<file path="config.mk">
export PLATFORM = sky130hd
export DESIGN_NAME = tri_dispatch
export DESIGN_NICKNAME = d
export VERILOG_FILES = /design/src/rtl/tri_dispatch.sv
export SDC_FILE = /design/constraint.sdc
export NUM_CORES = 2
export LEC_CHECK = 0
export CORE_MARGIN = 2
export CORE_UTILIZATION = 57
export DETAILED_ROUTE_END_ITERATION = 7
export GPL_TIMING_DRIVEN = 1
export HOLD_SLACK_MARGIN = 0.08
export PLACE_DENSITY = 0.85
export SLEW_MARGIN = 30
export SYNTH_ARGS = -nofsm -noshare
export SYNTH_HDL_FRONTEND = slang
export SYNTH_SLANG_ARGS = --single-unit
</file>
<file path="constraint.sdc">
create_clock -name clock -period 4.97 [get_ports clock]
set_input_delay 0.994 -clock clock [delete_from_list [all_inputs] [get_ports clock]]
set_output_delay 0.994 -clock clock [all_outputs]
set_load 0.02 [all_outputs]
</file>
<file path="src/rtl/tri_dispatch.sv">
// Triangle record dispatcher: fetches 15-word records into a shadow buffer and
// presents them to the vertex stage through a valid/busy slot handshake.
module tri_dispatch #(
    parameter int ADDR_W  = 16,
    parameter int MEM_LAT = 1,
    parameter int CNT_W   = 16
) (
    input  logic              clock,
    input  logic              reset,
    input  logic              start,
    input  logic [ADDR_W-1:0] base_addr,
    input  logic [CNT_W-1:0]  tri_count,
    output logic              mem_rd,
    output logic [ADDR_W-1:0] mem_addr,
    input  logic [31:0]       mem_rdata,
    input  logic              vs_busy,
    output logic [14:0][31:0] v_out,
    output logic [23:0]       color_out1,
    output logic [23:0]       color_out2,
    output logic [23:0]       color_out3,
    output logic              tri_valid,
    output logic              tri_last,
    output logic              busy,
    output logic              done
);
    localparam logic [3:0] LAST_WORD  = 4'd14;
    localparam logic [3:0] READS_DONE = 4'd15;

    typedef enum logic [1:0] {IDLE, FETCH, WAIT_SLOT, DRAIN} state_t;
    state_t state_reg, state_next;

    logic [ADDR_W-1:0]  addr_reg;
    logic [CNT_W-1:0]   remain_reg;
    logic [3:0]         rd_idx_reg;
    logic [3:0]         cap_idx_reg;
    logic [MEM_LAT-1:0] rd_pipe_reg;
    logic [14:0][31:0]  shadow_reg;

    logic capture, last_capture, slot_free, accept, final_tri;
    logic start_batch, start_empty, copy_en;

    assign capture      = rd_pipe_reg[MEM_LAT-1];
    assign last_capture = capture && (cap_idx_reg == LAST_WORD);
    assign slot_free    = !tri_valid && !vs_busy;
    assign accept       = tri_valid && vs_busy;
    assign final_tri    = (remain_reg == CNT_W'(1));
    assign start_batch  = (state_reg == IDLE) && start && (tri_count != '0);
    assign start_empty  = (state_reg == IDLE) && start && (tri_count == '0);

    assign mem_addr   = addr_reg;
    assign color_out1 = v_out[3][23:0];
    assign color_out2 = v_out[7][23:0];
    assign color_out3 = v_out[11][23:0];

    always_ff @(posedge clock or negedge reset) begin
        if (!reset) state_reg <= IDLE;
        else        state_reg <= state_next;
    end

    always_comb begin
        state_next = state_reg;
        case (state_reg)
            IDLE:      if (start_batch) state_next = FETCH;
            FETCH:     if (last_capture) state_next = WAIT_SLOT;
            WAIT_SLOT: if (slot_free) state_next = final_tri ? DRAIN : FETCH;
            DRAIN:     if (accept) state_next = IDLE;
            default:   state_next = IDLE;
        endcase
    end

    always_comb begin
        mem_rd  = 1'b0;
        copy_en = 1'b0;
        case (state_reg)
            FETCH:     mem_rd  = (rd_idx_reg != READS_DONE);
            WAIT_SLOT: copy_en = slot_free;
            default:   ;
        endcase
    end

    // Delay line marking which cycles return read data into the shadow buffer.
    generate
        if (MEM_LAT == 1) begin : g_pipe_single
            always_ff @(posedge clock or negedge reset) begin
                if (!reset) rd_pipe_reg <= '0;
                else        rd_pipe_reg <= mem_rd;
            end
        end else begin : g_pipe_multi
            always_ff @(posedge clock or negedge reset) begin
                if (!reset) rd_pipe_reg <= '0;
                else        rd_pipe_reg <= {rd_pipe_reg[MEM_LAT-2:0], mem_rd};
            end
        end
    endgenerate

    always_ff @(posedge clock or negedge reset) begin
        if (!reset) begin
            addr_reg    <= '0;
            remain_reg  <= '0;
            rd_idx_reg  <= '0;
            cap_idx_reg <= '0;
            shadow_reg  <= '0;
            v_out       <= '0;
            tri_valid   <= 1'b0;
            tri_last    <= 1'b0;
            busy        <= 1'b0;
            done        <= 1'b0;
        end else begin
            done <= start_empty;
            if (start_batch) begin
                addr_reg    <= base_addr;
                remain_reg  <= tri_count;
                busy        <= 1'b1;
                rd_idx_reg  <= '0;
                cap_idx_reg <= '0;
            end
            if (mem_rd) begin
                addr_reg   <= addr_reg + ADDR_W'(1);
                rd_idx_reg <= rd_idx_reg + 4'd1;
            end
            if (capture) begin
                shadow_reg[cap_idx_reg] <= mem_rdata;
                cap_idx_reg             <= cap_idx_reg + 4'd1;
            end
            // A copy needs an empty slot, so it can never coincide with an accept.
            if (copy_en) begin
                v_out       <= shadow_reg;
                tri_valid   <= 1'b1;
                tri_last    <= final_tri;
                remain_reg  <= remain_reg - CNT_W'(1);
                rd_idx_reg  <= '0;
                cap_idx_reg <= '0;
            end else if (accept) begin
                tri_valid <= 1'b0;
            end
            if ((state_reg == DRAIN) && accept) begin
                done     <= 1'b1;
                busy     <= 1'b0;
                tri_last <= 1'b0;
            end
        end
    end
endmodule

</file>
==> run metrics <==
IO Pins 641; final WL 109000 µm; Layout Skew 16.0 ps; DIE WIDTH 265 µm; wire length of the first global-routing pass 166000 µm; max_slew headroom 31.6%; Vias/cell 5.61; Critical Path RT 3980 ps; Max Cap Violations 0; PostCTS Resize Cnt 0; Sw Share 21.5%; Die ar. 0.0703 mm²; Hold Crit Class input port to asynchronous set/reset pin; drt pass-1 iters 6; combinational power share 2.9%; Clock transition at path regs 60 ps; RSZ-0062 raised after global routing false; PwrDens 332 mW/mm²; Startpoint Class register; Pleak 0.0241 µW; Worst path max stage delay 650 ps; H-tree lvl count 3; Syn Nets 3595; reg2reg path depth 4; postcts setup bufs 0; status completed; Die Y 265 µm; layout cells sized above 1 16.1%; # rows 95; final setup fails 0; #FFs+latches synth 1007; CP top delay family buffers and inverters; Clock Power Share 45.2%; setup TNS 0 ps; largest net degree at the start of global routing 205; crit path buf inv count 2; WL/cell 22.0 µm; RR Endpoint shadow_reg[413]; Setup CP Type register to primary output; r2r startpoint capture; Fin. Hold Viols 0; Post-synth top flop dfrtp_1; # DRC 0; Syn-to-layout area delta 25.6%; root buf cell clkbuf_16; CTS max path bufs 3; vias in the first global route 28400; Reg power frac 51.9%; overall power 16200 µW; Fillers 4311; Num CTS Buffers 98; worst slew pin tran 1020 ps; total number of vias 27900; Synth Area per Inst 11.0 µm²; RD Place Congestion 0.872; Synth async-reset ratio 100%; Mapped Area 0.0389 mm²; Critical Path AT 2830 ps; worst skew pair latency 650 ps; CTS tree built; max reg flops 480; commonest non-fill, non-tap cell in the layout nand2_1; worst-path cell with the longest stage delay clkdlybuf4s50_1; Remaining Overflow, GRT 0; starting density of the core 57.8%; switching pwr 3480 µW; crit end category primary output; Port-buffer cells 640; commonest cells after routing, fill and taps aside 1577 x nand2_1, 1007 x dfrtp_1, 632 x clkdlybuf4s50_1; Yosys cell types 52; clk sinks 1007; initial antenna violation count 0; Crit Path Max Fanout 15; Syn Inst Count 3519; GRT Util Overall 30.9%; hpwl dp 69600 µm; Post-synth EDFFs 0; antenna-violating nets left 0; Placeable Area 0.0673 mm²; yosys warns 0; # hold bufs at CTS 0; FF-to-FF setup slack 2490 ps; sequential cell area fraction in the yosys report 64.8%; Max Fclk 261 MHz; Internal Power 12700 µW; 1st-iter DRT viols 2742; max-slew violations 0; post-layout minimum cycle time 3830 ps; Final nets 4110; crit path cell chain ha_1, and3_1, or2_1, inv_2, clkdlybuf4s50_1; VDD IR-drop max 0.283 mV; ANT cells 0; Final Cycle Share 77.0%
==> synth_stat cells (all sizes together), types with 11 or more instances <==
master / count / area share [%]
nand4: 11 / 0.18
o21ai: 15 / 0.19
nand2: 1577 / 15
nor3: 19 / 0.24
buf: 155 / 2.4
mux2: 448 / 13
inv: 11 / 0.11
nor2: 22 / 0.21
clkbuf: 121 / 1.2
nand3: 26 / 0.33
dfrtp: 1007 / 65
a21oi: 17 / 0.22
==> area by class of cell <==
type                    instances  area, µm²  area share, %
repair buffers                691       7010           14.4
flip-flops and latches       1007      25200           51.6
inverters                      11       41.3         0.0846
multi-input cells            2225      12300           25.2
clock inverters                23        260          0.533
well taps                     873       1090           2.24
clock buffers                 149       2900           5.94
==> power groups by stage <==
| stage | Clock [µW] | Combinational, µW | Sequential, µW |
|---|---|---|---|
| 6_report | 7320 | 470 | 8400 |
| 5_1_grt | 7710 | 518 | 8410 |
| 4_1_cts | 7380 | 483 | 8400 |
| 3_5_place_dp | 0 | 478 | 8550 |
| 3_3_place_gp | 0 | 470 | 8540 |
| 2_1_floorplan | 0 | 146 | 8530 |
==> per-layer routing <==
layer  vias up  global-route usage, %  wire (µm)
met5         -                      0          0
met2      1100                   53.1      55800
li1      12200                      -          -
met3       301                   4.84       6340
met1     14300                   38.4      41500
met4         0                   15.3       5810
==> logic make-up (layout without fill, tap and decap cells) <==
family | after synthesis | after routing | share of synthesized area (%)
buffers and inverters | 287 | 874 | 3.69
and+or+nand+nor | 1694 | 1694 | 16.9
muxes | 449 | 449 | 13.0
xor gates and xnor gates | 3 | 3 | 0.0676
adders and majority gates | 8 | 8 | 0.258
DFF | 1007 | 1007 | 64.8
AOI/OAI and AO/OA | 71 | 71 | 1.19
==> worst register-to-register path: stages, from the launching register on <==
cell and delay (ps):
dfrtp_1 750, nand4_1 660, buf_6 360, buf_4 250, mux2_2 340
==> stage by stage <==
stage               std cells  worst slack (ps)  instance area [µm²]  hold WS, ps  util (%)
floorplan                3519              2630                38900          432         -
global placement         4805              1690                45600          440      67.8
detailed placement       4805              1530                45600          444      67.8
CTS                      4977              1140                48800          411      72.5
global route             4979              1030                48800          428      72.5
finish                   4979              1140                48800          390      72.5
==> worst max-delay path by stage <==
stage	start	end	slack, ps	depth (start not counted)
after floorplan	tri_count[10]	mem_addr[8]	2630	7
after global placement	tri_count[9]	rd_idx_reg[3]	1690	7
after detailed placement	tri_count[5]	rd_idx_reg[3]	1530	7
after CTS	rd_idx_reg[0]	mem_rd	1140	5
after global routing	rd_idx_reg[0]	mem_rd	1030	5
final	rd_idx_reg[0]	mem_rd	1140	5
Note: power is estimated with default switching activity, not from simulation.
